`src/rtl/exec_controller.sv`:
```
// Execution sequencer: produces the CPU advance strobe and handles run/halt,
// single-step and a one-address breakpoint, plus a saturating enable counter.
module exec_controller #(
  parameter int NORMAL_CNT     = 1_000_000,
  parameter int TURBO_CNT      = 2,
  parameter int STEP_CNT_WIDTH = 16
) (
  input  logic                      i_clk,
  input  logic                      i_reset,
  input  logic                      i_run_toggle,
  input  logic                      i_step_req,
  input  logic                      i_turbo,
  input  logic                      i_bp_en,
  input  logic [7:0]                i_bp_addr,
  input  logic [7:0]                i_ip,
  output logic                      o_cpu_enable,
  output logic [1:0]                o_state,
  output logic                      o_bp_hit,
  output logic [STEP_CNT_WIDTH-1:0] o_step_count
);

  localparam int MAX_CNT = (NORMAL_CNT > TURBO_CNT) ? NORMAL_CNT : TURBO_CNT;
  localparam int CW      = $clog2(MAX_CNT);
  localparam logic [CW-1:0] NORMAL_TERM = CW'(NORMAL_CNT - 1);
  localparam logic [CW-1:0] TURBO_TERM  = CW'(TURBO_CNT - 1);

  typedef enum logic [1:0] {
    S_HALT  = 2'b00,
    S_RUN   = 2'b01,
    S_STEP  = 2'b10,
    S_BREAK = 2'b11
  } state_t;

  state_t                    r_state;
  state_t                    w_state_next;
  logic [CW-1:0]             r_cnt;
  logic [CW-1:0]             w_cnt_next;
  logic                      r_skip;
  logic                      w_skip_next;
  logic                      r_cpu_enable;
  logic                      w_en_next;
  logic                      r_bp_hit;
  logic [STEP_CNT_WIDTH-1:0] r_step_count;
  logic                      w_term;
  logic                      w_bp_match;

  // Using >= lets a switch to turbo mid-count fire on the very next edge.
  assign w_term     = (r_cnt >= (i_turbo ? TURBO_TERM : NORMAL_TERM));
  assign w_bp_match = i_bp_en && (i_ip == i_bp_addr) && !r_skip;

  always_comb begin
    w_state_next = r_state;
    w_cnt_next   = r_cnt;
    w_skip_next  = r_skip;
    w_en_next    = 1'b0;
    case (r_state)
      S_HALT: begin
        if (i_run_toggle) begin
          w_state_next = S_RUN;
          w_cnt_next   = '0;
          w_skip_next  = 1'b0;
        end else if (i_step_req) begin
          w_state_next = S_STEP;
          w_en_next    = 1'b1;
        end
      end
      S_STEP: begin
        w_state_next = S_HALT;
      end
      S_RUN: begin
        if (i_run_toggle) begin
          w_state_next = S_HALT;
          w_cnt_next   = '0;
        end else if (w_term) begin
          w_cnt_next = '0;
          if (w_bp_match) begin
            w_state_next = S_BREAK;
          end else begin
            w_en_next   = 1'b1;
            w_skip_next = 1'b0;
          end
        end else begin
          w_cnt_next = r_cnt + CW'(1);
        end
      end
      S_BREAK: begin
        // Resume sets the skip flag so the same address is not re-trapped at once.
        if (i_run_toggle) begin
          w_state_next = S_RUN;
          w_cnt_next   = '0;
          w_skip_next  = 1'b1;
        end else if (i_step_req) begin
          w_state_next = S_STEP;
          w_en_next    = 1'b1;
        end
      end
      default: begin
        w_state_next = S_HALT;
      end
    endcase
  end

  always_ff @(posedge i_clk) begin
    if (i_reset) begin
      r_state      <= S_HALT;
      r_cnt        <= '0;
      r_skip       <= 1'b0;
      r_cpu_enable <= 1'b0;
      r_bp_hit     <= 1'b0;
      r_step_count <= '0;
    end else begin
      r_state      <= w_state_next;
      r_cnt        <= w_cnt_next;
      r_skip       <= w_skip_next;
      r_cpu_enable <= w_en_next;
      r_bp_hit     <= (w_state_next == S_BREAK);
      if (r_cpu_enable && (r_step_count != '1)) begin
        r_step_count <= r_step_count + STEP_CNT_WIDTH'(1);
      end
    end
  end

  assign o_cpu_enable = r_cpu_enable;
  assign o_state      = r_state;
  assign o_bp_hit     = r_bp_hit;
  assign o_step_count = r_step_count;

endmodule

```
`config.mk`:
```
export PLATFORM = sky130hd
export DESIGN_NAME = exec_controller
export DESIGN_NICKNAME = d
export VERILOG_FILES = /design/src/rtl/exec_controller.sv
export SDC_FILE = /design/constraint.sdc
export NUM_CORES = 1
export LEC_CHECK = 0
export ABC_AREA = 1
export CAP_MARGIN = 20
export CORE_UTILIZATION = 45
export DETAILED_ROUTE_END_ITERATION = 16
export PLACE_DENSITY = 0.74
export SKIP_CTS_REPAIR_TIMING = 1
export SYNTH_ARGS = -nofsm -noshare
export SYNTH_HDL_FRONTEND = slang
export SYNTH_SLANG_ARGS = --single-unit
```
`constraint.sdc`:
```
create_clock -name i_clk -period 5.15 [get_ports i_clk]
set_input_delay 0.7725 -clock i_clk [delete_from_list [all_inputs] [get_ports i_clk]]
set_output_delay 0.7725 -clock i_clk [all_outputs]
set_load 0.01 [all_outputs]
```
==> results of run 1 <==
where the power goes:
group          switching, uW  internal [uW]
registers               3.72            321
logic                   50.6           38.1
clock network            132           98.0
total                    187            457
synth_stat cells (6+ instances only):
| cell | instances | share of area |
|---|---|---|
| ha_1 | 17 | 0.074 |
| nor2_1 | 46 | 0.060 |
| nand3_1 | 29 | 0.051 |
| nand4_1 | 7 | 0.015 |
| a21oi_1 | 29 | 0.051 |
| dfxtp_1 | 41 | 0.29 |
| inv_2 | 6 | 0.0078 |
| nand2_1 | 116 | 0.15 |
| a21oi_2 | 10 | 0.031 |
| nand3_2 | 6 | 0.021 |
| clkbuf_1 | 6 | 0.0078 |
| inv_1 | 57 | 0.075 |
| o21ai_0 | 13 | 0.023 |
| nor3_1 | 8 | 0.014 |
worst max-delay path: cells and delay by family:
kind	cells	cell delay, ps
buffers and inverters	2	790
adder cells (fa/ha/maj)	1	320
AO/OA/AOI/OAI	3	440
AND/OR/NAND/NOR	5	620
worst min-delay path by stage:
stage                        to
6_report       o_step_count[14]
3_5_place_dp   o_step_count[14]
5_1_grt               r_cnt[18]
2_1_floorplan            r_skip
4_1_cts        o_step_count[14]
3_3_place_gp             r_skip
cell families (layout without fill, tap and decap cells):
kind of cell               count (synthesis)  count (layout)  share of synthesized area
xor gates and xnor gates                   8               8                     0.0244
DFF                                       41              41                      0.286
buffers and inverters                     71             113                     0.0990
and+or+nand+nor                          233             233                      0.383
AOI/OAI and AO/OA                         63              63                      0.133
adders and majority gates                 17              17                     0.0741
through the flow:
stage               setup slack (ps)  power, uW  instances  instance area [sq um]
floorplan                       3060        385        433                   2870
detailed placement              2100        421        542                   3340
global placement                2180        419        542                   3340
finish                          2450        644        550                   3430
global route                    2120        674        550                   3430
CTS                             2410        650        550                   3430
sequential cells by signal, indices dropped and copies added (netlist names):
name,cells
r_skip,1
o_bp_hit,1
o_step_count,16
r_cnt,20
o_cpu_enable,1
o_state,2
layout make-up:
| cell class | instances | area [sq um] |
|---|---|---|
| flip-flops and latches | 41 | 821 |
| well taps | 75 | 93.8 |
| repair buffers | 42 | 418 |
| fillers | 608 | 2590 |
| clock buffers | 5 | 68.8 |
| clock inverters | 3 | 25.0 |
| multi-input cells | 321 | 1770 |
| inverters | 63 | 236 |
routing by layer:
layer | wire, microns | global-route usage | vias to the layer above
li1 | - | - | 1473
met1 | 3150 | 0.285 | 1231
met5 | 0 | 0 | -
met3 | 216 | 0.0389 | 7
met4 | 76 | 0.0509 | 0
met2 | 2860 | 0.342 | 46
==> flow_summary.toml, run 1 <==
[critical_path]
ff2ff_setup_slack_ps = 3120
cpPeakStageDelay_ps = 750
worst-r2r-cell-count = 11
worstPathRequired_ps = 5390
critPathArrivalTime_ps = 2950
r2r_end = "o_step_count[14]"
worst_setup_path_start_kind = "input port"
cp-endpoint = "r_cnt[12]"
worstPathCellList = "clkdlybuf4s50_1 -> ha_1 -> nand2_1 -> inv_1 -> nand2_1 -> nand2_1 -> a21oi_2 -> nand3_4 -> nor2_8 -> o211ai_1 -> a21oi_1"
worstPathMaxFanout = 16
crit_path_start = "i_turbo"
r2r-start = "o_step_count[0]"
path_common_cell = "nand2_1"
crit_type = "input port to flip-flop"
worst_setup_path_end_kind = "flip-flop"
cp_slowest_cell = "clkdlybuf4s50_1"

[worst_hold_path]
worstHoldStart = "o_step_count[14]"
hold-path-cell-count = 2
hp-class = "flip-flop to flip-flop"

[route]
route.detailed.drc = 0
ant_nets = 0
wl_mm = 6.30
drt_iter0_drc = 130
first_pass_iters = 4
viasPerCell = 5.01
avgRoutedWirePerCell_microns = 11.5
route.vias.total = 2757

[power]
powerDensity_nw_per_um2 = 188
p_leak_uw = 0.00145
ir_drop_uv = 102

[placed_design]
gp_congestion = 0.848
port_buffers = 41
place_hpwl_mm = 4.76

[sta]
relSlewSlack = 0.423
min_period_ps = 2700
fmaxAchievable_ghz = 0.370
fin_tns_setup_ps = 0
whs_ps = 496
min_period_over_period = 0.525
tightestPinTransition_ps = 866
timing.final.max_slew_violations = 0
rsz0062_at_grt = "no"
finClkSkew_ps = 12.1
setup_viol = 0
hold_viol_final = 0

[synth]
synth_edf_count = 0
yosysSeqAreaShare = 0.286
ys_seq_elements = 41
synth.distinct_cells = 36
avgSynthCellArea_sq_um = 6.63
ys.warnings.count = 0
synth_cells = 433
synth.cell_area_sq_um = 2870
synth.net_count = 472
synth_top_flop_cell = "dfxtp_1"
ys_async_sr_fraction = 0

[global_routing]
grt_overflow = 0
grt.total_usage = 0.211
grt_max_degree = 27
grt_pass1_wl_mm = 11.1
antenna_found_initial = 0
grt_pass1_vias = 2465

[job]
max_cap_violations = 0

[floorplanning]
die-area_sq_um = 6700
die_w_microns = 81.8
ios = 42
rows = 28
die_h_microns = 81.8
core_sq_um = 6030
initial_core_util = 0.476

[clocking]
cts-root-buf = "clkbuf_8"
numCtsBuffers = 5
clk_latency_ps = 310
cts_tree = "yes"
clk_pin_slew_worst_paths_ps = 100
htreeDepth = 2
cts_sinks = 41
clk_path_buf_depth = 2

[cells_and_area]
synthToLayoutAreaGrowth_pct = 19.6
layout.nets = 513
final_cell_mix = "116 x nand2_1, 57 x inv_1, 46 x nor2_1"
drive_gt1_frac = 0.103
n_antenna_cell = 0
final_util = 0.569
layout_commonest_cell = "nand2_1"

[status]
status = "completed"
Note: power is estimated with default switching activity, not from simulation.
==> run 2, diff against run 1 <==
- clock period: 5.15 -> 2.7 ns (I/O delays scaled with it)
==> run 2 against run 1 <==
Against the previous run: combinational power increased by 98%; final cell count increased by 0.55%; sequential share of layout area down 0.13 points; core utilization increased by 0.31 points; largest cell class unchanged.
==> flow_summary.toml, run 2 (synthesis gave the netlist of run 1 again) <==
[power]
p_comb_frac = 0.142
ir_drop_uv = 226
clock_power_share = 0.360
switching_share = 0.295
powerDensity_nw_per_um2 = 360
seqPwrFrac = 0.498
p_leak_uw = 0.00146
p_sw_uw = 367
p_int_uw = 876

[critical_path]
crit_type = "input port to flip-flop"
path_buf_inv = 2
cpPeakStageDelay_ps = 750
worst-r2r-cell-count = 8
cp_slowest_cell = "clkdlybuf4s50_1"
critPathArrivalTime_ps = 2580
worst_setup_path_end_kind = "flip-flop"
critical-path-top-delay-family = "buffers and inverters"
worstPathCellList = "clkdlybuf4s50_1 -> ha_1 -> nand2_1 -> inv_1 -> nand2_1 -> nand2_1 -> a21oi_2 -> nand3_4 -> nor2_8 -> o211ai_1 -> a21oi_1"
worst_setup_path_start_kind = "input port"
worstPathMaxFanout = 16
ff2ff_setup_slack_ps = 720
path_common_cell = "nand2_1"
worstPathRequired_ps = 2950
worstSetupPathDepth = 11

[route]
avgRoutedWirePerCell_microns = 12.0
first_pass_iters = 5
route.vias.total = 2831
route.detailed.drc = 0
met3_length_microns = 320
m1WireLength_mm = 3.19
drt_iter0_drc = 244
viasPerCell = 5.12
maxUsedRoutingLayer = "met4"
met2RoutedLength_mm = 3.05
wl_mm = 6.62
ant_nets = 0

[cells_and_area]
fillers = 582
synthToLayoutAreaGrowth_pct = 20.2
top_register = "r_cnt"
n_antenna_cell = 0
largest_reg_flops = 20
drive_gt1_frac = 0.107
final_cell_mix = "116 x nand2_1, 57 x inv_1, 46 x nor2_1"
layout.nets = 516
layout_commonest_cell = "nand2_1"

[placed_design]
place_ws_ps = 40.1
port_buffers = 41
place_hpwl_mm = 4.97
gp_congestion = 0.847

[worst_hold_path]
hold-path-cell-count = 2
hp-class = "flip-flop to flip-flop"

[clocking]
clk_pin_slew_worst_paths_ps = 100
cts_tree = "yes"
numCtsBuffers = 5
htreeDepth = 2
clk_latency_ps = 320
cts_sinks = 41
cts-root-buf = "clkbuf_8"
clk_path_buf_depth = 2

[sta]
worst_slack_ps = 366
fmaxAchievable_ghz = 0.428
tightestPinTransition_ps = 462
whs_ps = 498
fin_tns_setup_ps = 0
hold_viol_final = 0
rsz0062_at_grt = "no"
finClkSkew_ps = 11.5
setup_viol = 0
timing.final.max_slew_violations = 0
min_period_over_period = 0.865
relSlewSlack = 0.691
min_period_ps = 2330

[floorplanning]
core_sq_um = 6030
rows = 28
die_w_microns = 81.8
ios = 42
initial_core_util = 0.476
die-area_sq_um = 6700
die_h_microns = 81.8

[global_routing]
grt_max_degree = 21
grt_pass1_vias = 2578
grt_pass1_wl_mm = 11.4
antenna_found_initial = 0
grt.total_usage = 0.218
grt_overflow = 0

[job]
max_cap_violations = 0

[status]
status = "completed"
run 2: changes by cell type in the layout (fill, tap and decap cells not counted):
cell,previous run,this run
buf_4,1,4
o21bai_2,1,0
o21bai_1,4,5
run 2: path summary, 6_finish.rpt:
check | start | end
max | i_turbo | r_cnt[13]
max reg2reg | o_state[0] | r_cnt[13]
min | o_step_count[14] | o_step_count[14]
min reg2reg | o_step_count[14] | o_step_count[14]
run 2: per-stage QoR:
| stage | utilization | total power (uW) | area [sq um] | std cells |
|---|---|---|---|---|
| floorplan | - | 735 | 2870 | 433 |
| global route | 0.572 | 1290 | 3450 | 553 |
| global placement | 0.557 | 805 | 3360 | 545 |
| finish | 0.572 | 1240 | 3450 | 553 |
| CTS | 0.572 | 1250 | 3450 | 553 |
| detailed placement | 0.557 | 810 | 3360 | 545 |
run 2: area by class of cell:
class                   instances  area [sq um]  area share
flip-flops and latches         41           821       0.238
clock buffers                   5          68.8      0.0199
repair buffers                 45           440       0.128
clock inverters                 3          25.0     0.00725
inverters                      63           236      0.0686
well taps                      75          93.8      0.0272
multi-input cells             321          1760       0.511
run 2: worst reg2reg max path: cells and delay by family, from the launching register on:
kind                       cells  cell delay, ps
AOI/OAI and AO/OA              2             280
adders and majority gates      1             330
buffers and inverters          3             310
DFF                            1             400
and+or+nand+nor                2             610
run 2: power by group through the flow:
| stage | clock [uW] | combinational, uW | sequential (uW) |
|---|---|---|---|
| 2_1_floorplan | 0 | 101 | 635 |
| 3_3_place_gp | 0 | 172 | 633 |
| 3_5_place_dp | 0 | 176 | 634 |
| 4_1_cts | 449 | 177 | 620 |
| 5_1_grt | 470 | 200 | 621 |
| 6_report | 448 | 176 | 619 |
run 2: layer usage:
| layer | up-vias | global-route usage |
|---|---|---|
| met5 | - | 0 |
| met4 | 0 | 0.0579 |
| met3 | 5 | 0.0367 |
| met2 | 76 | 0.368 |
| met1 | 1272 | 0.283 |
| li1 | 1478 | - |
